[src/rtl/enlynx_window_ctrl.sv]
// Window sequencer and snapshot FIFO for the two-channel enlynx event counter.
// Define ENLYNX_CTRL_TIMESTAMP_EN to tag each snapshot with a free-running 32-bit cycle timestamp.
module enlynx_window_ctrl #(
    parameter int NUM_CNT    = 2,
    parameter int CNT_W      = 32,
    parameter int WIN_W      = 16,
    parameter int FIFO_DEPTH = 4
) (
    input  logic                     clk,
    input  logic                     rst_n,
    input  logic                     start_i,
    input  logic                     stop_i,
    input  logic [WIN_W-1:0]         win_len_i,
    input  logic                     cont_i,
    output logic                     busy_o,
    output logic                     err_o,
    output logic                     enable_cnt_o,
    output logic                     eop_o,
    input  logic [NUM_CNT*CNT_W-1:0] counters_i,
    input  logic [NUM_CNT-1:0]       overflow_i,
    output logic                     snap_valid_o,
    input  logic                     snap_ready_i,
    output logic [NUM_CNT*CNT_W-1:0] snap_cnt_o,
    output logic [NUM_CNT-1:0]       snap_ovf_o,
    output logic                     snap_part_o,
    output logic [31:0]              snap_ts_o,
    output logic [7:0]               drop_cnt_o
);
    // state | meaning
    // IDLE  | no window open, waiting for start_i
    // RUN   | window open, enable_cnt_o high, win_cnt counts down to 0
    // EOP   | single end-of-window pulse, counters captured into the FIFO
    typedef enum logic [1:0] {
        ST_IDLE = 2'd0,
        ST_RUN  = 2'd1,
        ST_EOP  = 2'd2
    } state_t;

    localparam int PTR_W = $clog2(FIFO_DEPTH);

    state_t                     state_q, state_d;
    logic [WIN_W-1:0]           win_cnt_q, win_cnt_d;
    logic [WIN_W-1:0]           len_q, len_d;
    logic                       cont_q, cont_d;
    logic                       part_q, part_d;
    logic                       err_q, err_d;
    logic [PTR_W:0]             wr_ptr_q, wr_ptr_d;
    logic [PTR_W:0]             rd_ptr_q, rd_ptr_d;
    logic [7:0]                 drop_q, drop_d;
    logic [NUM_CNT*CNT_W-1:0]   mem_cnt_q [FIFO_DEPTH];
    logic [NUM_CNT*CNT_W-1:0]   mem_cnt_d [FIFO_DEPTH];
    logic [NUM_CNT-1:0]         mem_ovf_q [FIFO_DEPTH];
    logic [NUM_CNT-1:0]         mem_ovf_d [FIFO_DEPTH];
    logic [FIFO_DEPTH-1:0]      mem_part_q, mem_part_d;

    logic                       start_ok;
    logic                       win_done;
    logic                       restart;
    logic                       push;
    logic                       pop;
    logic                       wr_en;
    logic                       empty;
    logic                       full;
    logic [PTR_W-1:0]           wr_idx;
    logic [PTR_W-1:0]           head_idx;

    // A simultaneous stop_i suppresses both the start and the error pulse.
    assign start_ok = start_i && !stop_i && (win_len_i != '0);
    assign win_done = (win_cnt_q == '0) || stop_i;
    assign restart  = cont_q && !part_q && !stop_i;

    // ---------------- FSM: state register ----------------
    always_ff @(posedge clk or negedge rst_n) begin
        if (!rst_n) begin
            state_q <= ST_IDLE;
        end else begin
            state_q <= state_d;
        end
    end

    // ---------------- FSM: next state ----------------
    always_comb begin
        state_d = state_q;
        case (state_q)
            ST_IDLE: if (start_ok) state_d = ST_RUN;
            ST_RUN:  if (win_done) state_d = ST_EOP;
            ST_EOP:  state_d = restart ? ST_RUN : ST_IDLE;
            default: state_d = ST_IDLE;
        endcase
    end

    // ---------------- FSM: outputs ----------------
    always_comb begin
        enable_cnt_o = 1'b0;
        eop_o        = 1'b0;
        busy_o       = 1'b0;
        push         = 1'b0;
        case (state_q)
            ST_RUN: begin
                enable_cnt_o = 1'b1;
                busy_o       = 1'b1;
            end
            ST_EOP: begin
                eop_o  = 1'b1;
                busy_o = 1'b1;
                push   = 1'b1;
            end
            default: ;
        endcase
    end

    // Window timer and latched configuration
    always_comb begin
        win_cnt_d = win_cnt_q;
        len_d     = len_q;
        cont_d    = cont_q;
        part_d    = part_q;
        err_d     = (state_q == ST_IDLE) && start_i && !stop_i && (win_len_i == '0);
        case (state_q)
            ST_IDLE: begin
                if (start_ok) begin
                    win_cnt_d = win_len_i - WIN_W'(1);
                    len_d     = win_len_i;
                    cont_d    = cont_i;
                    part_d    = 1'b0;
                end
            end
            ST_RUN: begin
                if (win_done) begin
                    part_d = stop_i;
                end else begin
                    win_cnt_d = win_cnt_q - WIN_W'(1);
                end
            end
            ST_EOP: begin
                if (restart) begin
                    win_cnt_d = len_q - WIN_W'(1);
                    part_d    = 1'b0;
                end
            end
            default: ;
        endcase
    end

    // ---------------- snapshot FIFO ----------------
    assign empty    = (wr_ptr_q == rd_ptr_q);
    assign full     = (wr_ptr_q[PTR_W] != rd_ptr_q[PTR_W]) &&
                      (wr_ptr_q[PTR_W-1:0] == rd_ptr_q[PTR_W-1:0]);
    assign pop      = !empty && snap_ready_i;
    assign wr_en    = push && (!full || pop);
    assign wr_idx   = wr_ptr_q[PTR_W-1:0];
    // When empty, point at the most recently popped slot so outputs hold their last values.
    assign head_idx = empty ? (rd_ptr_q[PTR_W-1:0] - PTR_W'(1)) : rd_ptr_q[PTR_W-1:0];

    always_comb begin
        wr_ptr_d   = wr_ptr_q;
        rd_ptr_d   = rd_ptr_q;
        drop_d     = drop_q;
        mem_cnt_d  = mem_cnt_q;
        mem_ovf_d  = mem_ovf_q;
        mem_part_d = mem_part_q;
        if (wr_en) begin
            mem_cnt_d[wr_idx]  = counters_i;
            mem_ovf_d[wr_idx]  = overflow_i;
            mem_part_d[wr_idx] = part_q;
            wr_ptr_d           = wr_ptr_q + (PTR_W+1)'(1);
        end else if (push && drop_q != 8'hFF) begin
            drop_d = drop_q + 8'd1;
        end
        if (pop) begin
            rd_ptr_d = rd_ptr_q + (PTR_W+1)'(1);
        end
    end

    always_ff @(posedge clk or negedge rst_n) begin
        if (!rst_n) begin
            win_cnt_q  <= '0;
            len_q      <= '0;
            cont_q     <= 1'b0;
            part_q     <= 1'b0;
            err_q      <= 1'b0;
            wr_ptr_q   <= '0;
            rd_ptr_q   <= '0;
            drop_q     <= '0;
            mem_cnt_q  <= '{default: '0};
            mem_ovf_q  <= '{default: '0};
            mem_part_q <= '0;
        end else begin
            win_cnt_q  <= win_cnt_d;
            len_q      <= len_d;
            cont_q     <= cont_d;
            part_q     <= part_d;
            err_q      <= err_d;
            wr_ptr_q   <= wr_ptr_d;
            rd_ptr_q   <= rd_ptr_d;
            drop_q     <= drop_d;
            mem_cnt_q  <= mem_cnt_d;
            mem_ovf_q  <= mem_ovf_d;
            mem_part_q <= mem_part_d;
        end
    end

    assign err_o        = err_q;
    assign snap_valid_o = !empty;
    assign snap_cnt_o   = mem_cnt_q[head_idx];
    assign snap_ovf_o   = mem_ovf_q[head_idx];
    assign snap_part_o  = mem_part_q[head_idx];
    assign drop_cnt_o   = drop_q;

`ifdef ENLYNX_CTRL_TIMESTAMP_EN
    logic [31:0] ts_q, ts_d;
    logic [31:0] mem_ts_q [FIFO_DEPTH];
    logic [31:0] mem_ts_d [FIFO_DEPTH];

    always_comb begin
        ts_d     = ts_q + 32'd1;
        mem_ts_d = mem_ts_q;
        if (wr_en) begin
            mem_ts_d[wr_idx] = ts_q;
        end
    end

    always_ff @(posedge clk or negedge rst_n) begin
        if (!rst_n) begin
            ts_q     <= '0;
            mem_ts_q <= '{default: '0};
        end else begin
            ts_q     <= ts_d;
            mem_ts_q <= mem_ts_d;
        end
    end

    assign snap_ts_o = mem_ts_q[head_idx];
`else
    assign snap_ts_o = '0;
`endif

endmodule

[config.mk]
export PLATFORM = sky130hd
export DESIGN_NAME = enlynx_window_ctrl
export DESIGN_NICKNAME = d
export VERILOG_FILES = /design/src/rtl/enlynx_window_ctrl.sv
export SDC_FILE = /design/constraint.sdc
export NUM_CORES = 1
export LEC_CHECK = 0
export CELL_PAD_IN_SITES_DETAIL_PLACEMENT = 1
export CELL_PAD_IN_SITES_GLOBAL_PLACEMENT = 1
export CORE_MARGIN = 10
export CORE_UTILIZATION = 50
export CTS_CLUSTER_DIAMETER = 60
export CTS_CLUSTER_SIZE = 28
export DETAILED_ROUTE_END_ITERATION = 10
export PLACE_DENSITY = 0.93
export SYNTH_ARGS = -nofsm -noshare
export SYNTH_HDL_FRONTEND = slang
export SYNTH_SLANG_ARGS = --single-unit
[constraint.sdc]
create_clock -name clk -period 5 [get_ports clk]
set_input_delay 1 -clock clk [delete_from_list [all_inputs] [get_ports clk]]
set_output_delay 1 -clock clk [all_outputs]
set_load 0.005 [all_outputs]
# == Word level (Yosys, flattened, before mapping) ==
# Cells that the tools add are included.
# totals
reg_bits,319
latchBits,0
ramBits,0
mem_bits_ro,0
in_bits,88
out_inout_bits,112
word_cells,107
mem_count,0
# classes
addsub,7
multipliers,0
n_div,0
order_cmp,6
n_eq_ne,10
shift,0
muxes,33
n_bitwise,3
reduce_logical,30
# op_table
op,count
$bwmux 256,1
$mux 64,3
$bmux 64 s2,1
$demux 64 s2,1
$mux 16,3
$pmux 16 s3,1
$sub 16x1->16 const B,3
$logic_not 16->1,2
$reduce_bool 16->1,1
$logic_and 1x1->1,13
$mux 2,6
$mux 1,9
$add 8x1->8 const B,1
$bwmux 8,1
$ne 2x2->1 const B,4
$ne 8x8->1 const B,1
$reduce_and 4->1,2
$add 3x1->3 const B,2
$ge 3x3->1 const B,2
$lt 2x3->1 const B,2
$not 2->3,2
$pmux 2 s3,1
$reduce_and 2->1,3
$bmux 2 s2,1
19 further kinds,23

# == Logic depth before layout (Yosys ltp) ==
# Gate-level depths: netlist of run 1.
# logic_depth
depth_word,7
depth_mapped,11
depth_no_buf,10

# == Worst setup path after synthesis of run 1 ==
# No wires, ideal clock.
# synth_timing
kind,register to output
from,reg rd_ptr_q[0]
to,out snap_cnt_o[34]
t_arrival_ns,1.912
required_ns,4.000
path_slack_ns,2.088
stages_incl_launch_ff,8
path_buffers,2
cell_sequence,dfrtp_1 > xor2_1 > nor2_1 > nand2_2 > xor2_2 > buf_6 > buf_12 > mux4_2
# synth_via
elab_chain_cells,6
elab_cells_between_ends,7
classes_between,1 x add/sub; 1 x eq/ne; 4 x mux; 1 x bitwise
# synth_lines
item,line_no,rtl
"start, declared",48,"logic [PTR_W:0] rd_ptr_q, rd_ptr_d;"
"start signal, assigned",195,rd_ptr_q <= rd_ptr_d;
$sub 2x1->2 or $eq 3x3->1 (tied branches),"153, 146",
$mux 2 *,153,assign head_idx = empty ? (rd_ptr_q[PTR_W-1:0] - PTR_W'(1)) : rd_ptr_q[PTR_W-1:0];
$not 2->3 (not written as such) *,205,assign snap_cnt_o = mem_cnt_q[head_idx];
$bmux 64 s2 *,205,
$mux 64 (not written as such) * (2 in a row),205,
"end, declared",23,"output logic [NUM_CNT*CNT_W-1:0] snap_cnt_o,"
# Mark *: on every way between the ends. The rest lies on a longest branch, timed or not. The select of a mux whose other input is x is not followed.

# == Final worst setup path of run 1 ==
# layout_timing
from,reg rd_ptr_q[0]
to,out snap_cnt_o[54]
# Same word-level chain as after synthesis.

==> results.cfg, run 1 <==
[status]
status = finished, final reports clean

[die]
fp.dieW_um = 191.4
die_height_um = 191.4
core.rowCount = 62
top_level_ports = 200
start_util = 0.5091
core_area_um2 = 28860
dieArea_um2 = 36640

[sta]
finalSetupViolCount = 0
timing.fmax_mhz = 225.8
period_minus_slack_ns = 4.429
skew_ns = 0.03100
tns_ns = 0
relSlewSlack = 0.3027
timing.final.ws_setup_ns = 0.5708
tightestPinTransition_ns = 1.044
slew_viol_final = 0
hold_viol = 0
rsz0062_at_grt = no
finalCritPeriodShare = 0.8858

[setup_path]
end_kind = primary output
worstPathArrival_ns = 3.43
required_ns = 4.00
cp-start-kind = register
crit_type = reg -> out
path_max_fanout = 67

[global_routing]
overflow = 0
grt_max_degree = 110
gr-usage-all-layers = 0.2103
grt_pass1_vias = 10120
grt_pass1_wl_um = 60680
antenna_found_initial = 2

[power_and_ir_drop]
max-vdd-ir-drop_uv = 477.2
power_frac_comb = 0.527
switchingPower_w = 0.004972
p_leak_nw = 7.615
pwr-share-clk = 0.154
p_int_w = 0.009409
power_density_nw_per_um2 = 816.6
switching_share = 0.3457
power_frac_seq = 0.319

[cts]
hold_buffers = 0
cts_root_buf = clkbuf_16
post_cts_buffers = 0
clkLatencyLatePin_ns = 0.56
clock_path_buffers = 3
numCtsBuffers = 27
path_clk_slew_ns = 0.08
cts_tree = done
h-tree-depth = 1
cts_num_sinks = 319
ctsResizeCount = 0

[logic_synthesis]
synth_area_leaders = dfrtp_1, mux2_2, mux4_2
synthArstFlopShare = 1.000
ys_types = 45
synth_area_leader_cell = dfrtp_1
avgSynthCellArea_um2 = 15.30
synth-seq-cells = 319
yosys-top-cells-count = dfrtp_1, mux2_2, mux4_2, buf_4, nand2_1
synth_top_area_frac = 0.5434
netlist_instances = 960
ys_warn_count = 0
synth_area_um2 = 14690
synth_most_common_cell = dfrtp_1
synth_edf_count = 0
synth.yosys.seq_area_share = 0.5434
synthFlopType = dfrtp_1

[drt]
drc_errors = 0
via_count = 8732
ant_nets = 0
drt-wirelength-per-cell_um = 25.26
viasPerCell = 5.718
wirelength_um = 38580
dr.pass1.iters = 6
drtIter0Drc = 455

[cells_and_area]
fillCellCount = 2649
drive_above_1_share = 0.3839
finalNonFillerCells = 1527
nets = 1221
area_growth_pct = 19.87

[placed_design]
place_hpwl_um = 25290
placed_cells = 1476
portBuffers = 167
gp_congestion = 0.8349
pre_cts_slack_ns = 1.085

[flow_run]
maxCapViolCount = 0

[min_path]
hold_path.class = reg -> reg
[power by group through the flow]
stage | clock (W) | sequential [W] | combinational (W)
after floorplan | 0 | 0.00426 | 0.00469
after global placement | 0 | 0.00442 | 0.00731
after detailed placement | 0 | 0.00458 | 0.00761
after CTS | 0.00226 | 0.00458 | 0.00773
after global routing | 0.00238 | 0.00472 | 0.00813
final | 0.00222 | 0.00459 | 0.00758
[per-layer routing]
| layer | track usage | up-vias | share of wire |
|---|---|---|---|
| li1 | - | 3793 | - |
| met1 | 0.2601 | 4702 | 0.41 |
| met2 | 0.3823 | 204 | 0.53 |
| met3 | 0.03444 | 33 | 0.046 |
| met4 | 0.03696 | 0 | 0.013 |
| met5 | 0 | - | 0 |
[per-stage QoR]
step / instance area [um^2] / total power, W / hold WS, ns / util
after floorplan: 14810 / 0.008951 / 0.4446 / -
after global placement: 16660 / 0.01173 / 0.4621 / 0.5773
after detailed placement: 16660 / 0.01219 / 0.4773 / 0.5773
after CTS: 17600 / 0.01457 / 0.4934 / 0.6100
after global routing: 17610 / 0.01523 / 0.5173 / 0.6101
final: 17610 / 0.01438 / 0.4847 / 0.6102
[critical path, stage by stage, from the launching register on]
cell,delay [ns]
dfrtp_1,0.53
xor2_1,0.24
nor2_1,0.09
nand2_2,0.19
xor2_4,0.19
buf_12,0.50
mux4_2,0.59
clkdlybuf4s50_1,0.51
[layout make-up]
| type | instances | area (um^2) | area share |
|---|---|---|---|
| Clock inverter | 21 | 255.2 | 0.01449 |
| Sequential cell | 319 | 7983 | 0.4533 |
| Antenna cell | 2 | 5.005 | 0.0002842 |
| Timing Repair Buffer | 188 | 1922 | 0.1091 |
| Tap cell | 384 | 480.5 | 0.02728 |
| Clock buffer | 28 | 689.4 | 0.03915 |
| Inverter | 8 | 30.03 | 0.001705 |
| Multi-Input combinational cell | 577 | 6245 | 0.3546 |
[final timing paths]
| path | startpoint | endpoint | slack [ns] | cells past startpoint |
|---|---|---|---|---|
| max in group asynchronous | rst_n | mem_cnt_q[39]$_DFFE_PN0P_ | 3.19 | 2 |
| worst min register to register | mem_part_q[0]$_DFFE_PN0P_ | mem_part_q[0]$_DFFE_PN0P_ | 0.48 | 2 |
| worst max register to register | state_q[0]$_DFFE_PN0P_ | mem_cnt_q[224]$_DFFE_PN0P_ | 1.45 | 7 |
| worst max-delay path | rd_ptr_q[0]$_DFFE_PN0P_ | snap_cnt_o[54] | 0.57 | 7 |
| min in group asynchronous | rst_n | mem_cnt_q[18]$_DFFE_PN0P_ | 0.51 | 1 |
| worst min-delay path | mem_part_q[0]$_DFFE_PN0P_ | mem_part_q[0]$_DFFE_PN0P_ | 0.48 | 2 |
[cell usage in the layout (no fill, tap or decap), types with 2 or more instances in the layout]
cell type | synthesis | routed
nor2b_1 | 4 | 4
a31oi_1 | 3 | 3
dfrtp_1 | 319 | 319
nand2_1 | 35 | 31
o21ai_0 | 18 | 18
nand4_1 | 6 | 6
nor2_1 | 16 | 16
clkinv_4 | 0 | 3
inv_8 | 0 | 3
clkinv_8 | 0 | 3
buf_12 | 3 | 7
nand2_4 | 0 | 4
mux2i_1 | 11 | 11
clkinvlp_4 | 0 | 3
o21ai_2 | 2 | 2
a22oi_1 | 3 | 3
mux2i_2 | 4 | 4
inv_6 | 0 | 2
inv_1 | 8 | 8
mux2_2 | 284 | 284
xor2_1 | 12 | 12
clkbuf_16 | 0 | 27
nand3b_1 | 2 | 2
nand3_1 | 3 | 3
conb_1 | 1 | 32
xnor2_1 | 14 | 14
ha_1 | 12 | 12
a21oi_1 | 3 | 3
o211ai_1 | 2 | 2
clkinv_2 | 0 | 2
nor3_1 | 4 | 4
nand2b_1 | 2 | 2
nor4_1 | 11 | 11
clkdlybuf4s50_1 | 0 | 166
a22o_1 | 14 | 14
diode_2 | 0 | 2
buf_4 | 47 | 14
inv_16 | 0 | 4
mux4_2 | 67 | 67
[flip-flops by register name, summed over array words and instances (netlist names)]
name	flops
cont_q	1
drop_cnt_o	8
err_o	1
len_q	16
mem_cnt_q	256
mem_ovf_q	8
mem_part_q	4
part_q	1
rd_ptr_q	3
state_q	2
win_cnt_q	16
wr_ptr_q	3
[logic make-up after synthesis]
group	share of synthesized area
buffers and inverters	0.04276
other	0.0002553
XOR/XNOR	0.01661
AND/OR/NAND/NOR	0.02998
multiplexers	0.3317
adder cells (fa/ha/maj)	0.01022
flip-flops	0.5434
AO/OA/AOI/OAI	0.02513
Note: power is estimated with default switching activity, not from simulation.
==> run 2, diff against run 1 <==
--- a/config.mk
+++ b/config.mk
@@ -12,7 +12,7 @@
 export CTS_CLUSTER_DIAMETER = 60
 export CTS_CLUSTER_SIZE = 28
 export DETAILED_ROUTE_END_ITERATION = 10
-export PLACE_DENSITY = 0.93
+export PLACE_DENSITY_LB_ADDON = 0.15
 export SYNTH_ARGS = -nofsm -noshare
 export SYNTH_HDL_FRONTEND = slang
 export SYNTH_SLANG_ARGS = --single-unit
==> run 2 against run 1 <==
Against the previous run: power fell by 2.1%; hold slack improved by 0.00086 ns; via count fell by 3.3%; final area barely moved; clock power barely moved; die area did not move; routed wire length fell by 13%; clock skew fell by 0.0077 ns; largest power group unchanged.
==> results.cfg, run 2 (synthesis results as in run 1) <==
[status]
status = finished, final reports clean

[global_routing]
grt_max_degree = 132
met1_usage = 0.2392
grt_pass1_wl_um = 54510
gr-usage-all-layers = 0.1854
grt_use_met2 = 0.3255
grtUsageMet3 = 0.03043
grt-busiest-layer = met2
grt_pass1_vias = 9706
antenna_found_initial = 2
overflow = 0

[sta]
period_minus_slack_ns = 4.371
timing.fmax_mhz = 228.8
finalSetupViolCount = 0
tightestPinTransition_ns = 1.026
relSlewSlack = 0.3161
tns_ns = 0
skew_ns = 0.02333
rsz0062_at_grt = no
finalCritPeriodShare = 0.8742
whs_ns = 0.4856
hold_viol = 0
slew_viol_final = 0

[drt]
dr.pass1.iters = 4
wirelength_um = 33740
drt-wirelength-per-cell_um = 22.15
drc_errors = 0
drtIter0Drc = 372
viasPerCell = 5.546
via_count = 8447
ant_nets = 0

[setup_path]
path_cells = xor2_1, nor2_1, nand2_2, xor2_4, buf_4, mux4_2, clkdlybuf4s50_1
max_stage_delay_ns = 0.62
worstPathArrival_ns = 3.37
cp-start-kind = register
cp_slowest_cell = mux4_2
ff2ff_path_depth = 11
regToRegEndpoint = win_cnt_q[14]$_DFFE_PN0P_
crit_buf_inv = 2
reg2reg_slack_ns = 1.77
required_ns = 4.00
end_kind = primary output
cpLargestDelayFamily = buffers and inverters
path_max_fanout = 29
crit_type = reg -> out
r2r_start = state_q[0]$_DFFE_PN0P_

[die]
start_util = 0.5091
core_area_um2 = 28860
fp.dieW_um = 191.4
dieArea_um2 = 36640
core.rowCount = 62
die_height_um = 191.4
top_level_ports = 200

[cts]
path_clk_slew_ns = 0.09
cts_num_sinks = 319
h-tree-depth = 1
numCtsBuffers = 27
post_cts_buffers = 0
clkLatencyLatePin_ns = 0.55
cts_tree = done
ctsResizeCount = 0
hold_buffers = 0
cts_root_buf = clkbuf_16
clock_path_buffers = 3

[cells_and_area]
most-common-layout-cells = dfrtp_1, mux2_2, clkdlybuf4s50_1
final_util = 0.6096
largest_reg_flops = 256
seq_area_um2 = 7983
largest_register = mem_cnt_q
largest_registers = mem_cnt_q: 256 flops, len_q: 16 flops, win_cnt_q: 16 flops
multi_input_area_um2 = 6245
fillCellCount = 2684
area_growth_pct = 19.75
nets = 1217
finalNonFillerCells = 1523
final_common_cell = dfrtp_1
drive_above_1_share = 0.3808

[min_path]
min_from = mem_part_q[2]$_DFFE_PN0P_
hold-path-endpoint = mem_part_q[2]$_DFFE_PN0P_
holdPathStages = 2
hold_path.class = reg -> reg

[placed_design]
place_hpwl_um = 22680
placed_cells = 1472
gp_congestion = 0.7553
portBuffers = 167

[flow_run]
maxCapViolCount = 0

[power_and_ir_drop]
p_leak_nw = 7.606
max-vdd-ir-drop_uv = 569.9
power_density_nw_per_um2 = 800.0
run 2: final cells by class:
| class | count | area share |
|---|---|---|
| timing repair buffer | 184 | 0.1083 |
| multi-input combinational | 577 | 0.3550 |
| clock buffer | 28 | 0.03862 |
| inverter | 8 | 0.001707 |
| antenna | 2 | 0.0002845 |
| clock inverter | 21 | 0.01508 |
| tap | 384 | 0.02731 |
| sequential | 319 | 0.4538 |
run 2: metal layers:
metal | vias up | wire length [um]
li1 | 3794 | -
met1 | 4482 | 14630
met2 | 137 | 17250
met3 | 34 | 1430
met4 | 0 | 435
met5 | - | 0
run 2: metrics by stage:
stage	total power (W)	instance area (um^2)	setup WS (ns)
after floorplan	0.008951	14810	2.088
after global placement	0.01179	16640	1.142
after detailed placement	0.01204	16640	1.121
after CTS	0.01433	17590	0.5238
after global routing	0.01500	17590	0.3853
final	0.01407	17590	0.6292
run 2: worst max path at each step:
stage	from	to	slack [ns]	depth (start not counted)
detailed placement	rd_ptr_q[0]$_DFFE_PN0P_	snap_cnt_o[12]	1.12	7
finish	rd_ptr_q[0]$_DFFE_PN0P_	snap_cnt_o[11]	0.63	7
CTS	rd_ptr_q[0]$_DFFE_PN0P_	snap_cnt_o[11]	0.52	7
floorplan	rd_ptr_q[0]$_DFFE_PN0P_	snap_cnt_o[34]	2.09	7
global route	rd_ptr_q[0]$_DFFE_PN0P_	snap_cnt_o[11]	0.39	7
global placement	snap_ready_i	mem_cnt_q[239]$_DFFE_PN0P_	1.14	6
run 2: power breakdown:
group          switching [W]  total [W]  internal (W)
registers           0.000666    0.00448       0.00381
logic                0.00290    0.00737       0.00448
clock network        0.00113    0.00222       0.00109
total                0.00469     0.0141       0.00938
run 2: worst min-delay path, cell delays in order (launching register included):
cell	delay (ns)
dfrtp_1	0.35
nand2_1	0.05
o21ai_0	0.06
==> run 3, diff against run 2 <==
--- a/config.mk
+++ b/config.mk
@@ -10,9 +10,9 @@
 export CORE_MARGIN = 10
 export CORE_UTILIZATION = 50
 export CTS_CLUSTER_DIAMETER = 60
-export CTS_CLUSTER_SIZE = 28
 export DETAILED_ROUTE_END_ITERATION = 10
 export PLACE_DENSITY_LB_ADDON = 0.15
 export SYNTH_ARGS = -nofsm -noshare
 export SYNTH_HDL_FRONTEND = slang
 export SYNTH_SLANG_ARGS = --single-unit
+export TNS_END_PERCENT = 1
==> run 3 against run 2 <==
Against the previous run: setup slack improved by 0.041 ns; combinational power hardly changed; final area up 1.4%; first-iteration DRC count decreased by 7.8%; global-route usage rose by 0.50 points; maximum frequency increased by 0.95%; power grew 3.2%; count of clock-buffer cells in the layout up 24; sequential share of layout area is 0.64 points lower; via count grew 1.1%; critical path depth unchanged; routed wire length up 2.6%; largest cell class unchanged.
==> results.cfg, run 3 (synthesis results as in run 1) <==
[global_routing]
grt_pass1_vias = 9885
gr-usage-all-layers = 0.1904
grt_max_degree = 132
antenna_found_initial = 1
grt_pass1_wl_um = 55490
overflow = 0

[drt]
via_count = 8538
drt-wirelength-per-cell_um = 22.56
drc_errors = 0
ant_nets = 0
wirelength_um = 34600
viasPerCell = 5.566
drtIter0Drc = 343
dr.pass1.iters = 4

[placed_design]
place_hpwl_um = 22680
gp_congestion = 0.7553
dpl_cell_area_um2 = 16640
portBuffers = 167

[sta]
finalCritPeriodShare = 0.8660
whs_ns = 0.4982
period_minus_slack_ns = 4.330
tns_ns = 0
rsz0062_at_grt = no
hold_viol = 0
timing.fmax_mhz = 231.0
tightestPinTransition_ns = 1.027
skew_ns = 0.008323
finalSetupViolCount = 0
slew_viol_final = 0
relSlewSlack = 0.3152

[cells_and_area]
largest_reg_flops = 256
nets = 1226
final_util = 0.6183
largest_registers = mem_cnt_q: 256 flops, len_q: 16 flops, win_cnt_q: 16 flops
multi_input_area_um2 = 6245
drive_above_1_share = 0.3829
final_common_cell = dfrtp_1
fillCellCount = 2651
seq_area_um2 = 7983
largest_register = mem_cnt_q
finalInstanceArea_um2 = 17840
most-common-layout-cells = dfrtp_1, mux2_2, clkdlybuf4s50_1
area_growth_pct = 21.46

[setup_path]
r2r_start = state_q[0]$_DFFE_PN0P_
path_max_fanout = 29
required_ns = 4.00
end_kind = primary output
max_stage_delay_ns = 0.61
path_cells = xor2_1, nor2_1, nand2_2, xor2_4, buf_4, mux4_2, clkdlybuf4s50_1
cp_slowest_cell = mux4_2
worstSetupStartpoint = rd_ptr_q[0]$_DFFE_PN0P_
cp-start-kind = register
worstPathArrival_ns = 3.33
crit_type = reg -> out

[die]
fp.dieW_um = 191.4
core_area_um2 = 28860
top_level_ports = 200
core.rowCount = 62
die_height_um = 191.4
start_util = 0.5091
dieArea_um2 = 36640

[cts]
numCtsBuffers = 36
clock_path_buffers = 3
post_cts_buffers = 0
clkLatencyLatePin_ns = 0.50
cts_root_buf = clkbuf_16
cts_tree = done
ctsResizeCount = 0
h-tree-depth = 2
cts_num_sinks = 319
hold_buffers = 0
path_clk_slew_ns = 0.06

[power_and_ir_drop]
p_leak_nw = 7.738
power_density_nw_per_um2 = 814.2
max-vdd-ir-drop_uv = 650.4

[status]
status = finished, final reports clean

[flow_run]
maxCapViolCount = 0

[min_path]
min_from = mem_cnt_q[245]$_DFFE_PN0P_
hold_path.class = reg -> reg
==> run 3: path summary, 6_finish.rpt <==
check / slack, ns / depth (start not counted) / end
worst min register to register: 0.50 / 1 / mem_cnt_q[245]$_DFFE_PN0P_
worst min-delay path: 0.50 / 1 / mem_cnt_q[245]$_DFFE_PN0P_
worst max register to register: 1.78 / 11 / win_cnt_q[14]$_DFFE_PN0P_
worst max-delay path: 0.67 / 7 / snap_cnt_o[12]
max in group asynchronous: 3.37 / 2 / mem_cnt_q[227]$_DFFE_PN0P_
min in group asynchronous: 0.61 / 1 / mem_cnt_q[20]$_DFFE_PN0P_
==> run 3: worst max-delay path, delay by kind of cell (launching register included) <==
kind	cells	cell delay (ns)
DFF	1	0.52
xor gates and xnor gates	2	0.42
buffers and inverters	2	1.00
and+or+nand+nor	2	0.26
muxes	1	0.61
==> run 3: layer usage <==
metal	vias to the layer above	track usage	wire (um)
met5	-	0	0
met4	0	0.04207	502
met3	33	0.03553	1670
met2	169	0.3344	17850
met1	4528	0.2396	14580
li1	3808	-	-
==> run 3: cell type report <==
| cell class | count | share of cell area |
|---|---|---|
| Clock buffer | 52 | 0.06009 |
| Timing Repair Buffer | 184 | 0.1067 |
| Tap cell | 384 | 0.02693 |
| Antenna cell | 1 | 0.0001402 |
| Sequential cell | 319 | 0.4474 |
| Multi-Input combinational cell | 577 | 0.3500 |
| Inverter | 8 | 0.001683 |
| Clock inverter | 9 | 0.007082 |
==> run 3: report_power, final <==
part           leakage, nW  internal, W  switching (W)
Combinational         3.23      0.00448        0.00291
Clock                0.590      0.00164        0.00101
Sequential            3.91      0.00382       0.000676
Total                 7.74      0.00994        0.00459
==> run 3: stage by stage <==
step	setup slack, ns	total power [W]	std cells
floorplan	2.088	0.008951	991
global placement	1.142	0.01179	1472
detailed placement	1.121	0.01204	1472
CTS	0.5758	0.01480	1533
global route	0.4431	0.01545	1533
finish	0.6702	0.01453	1534
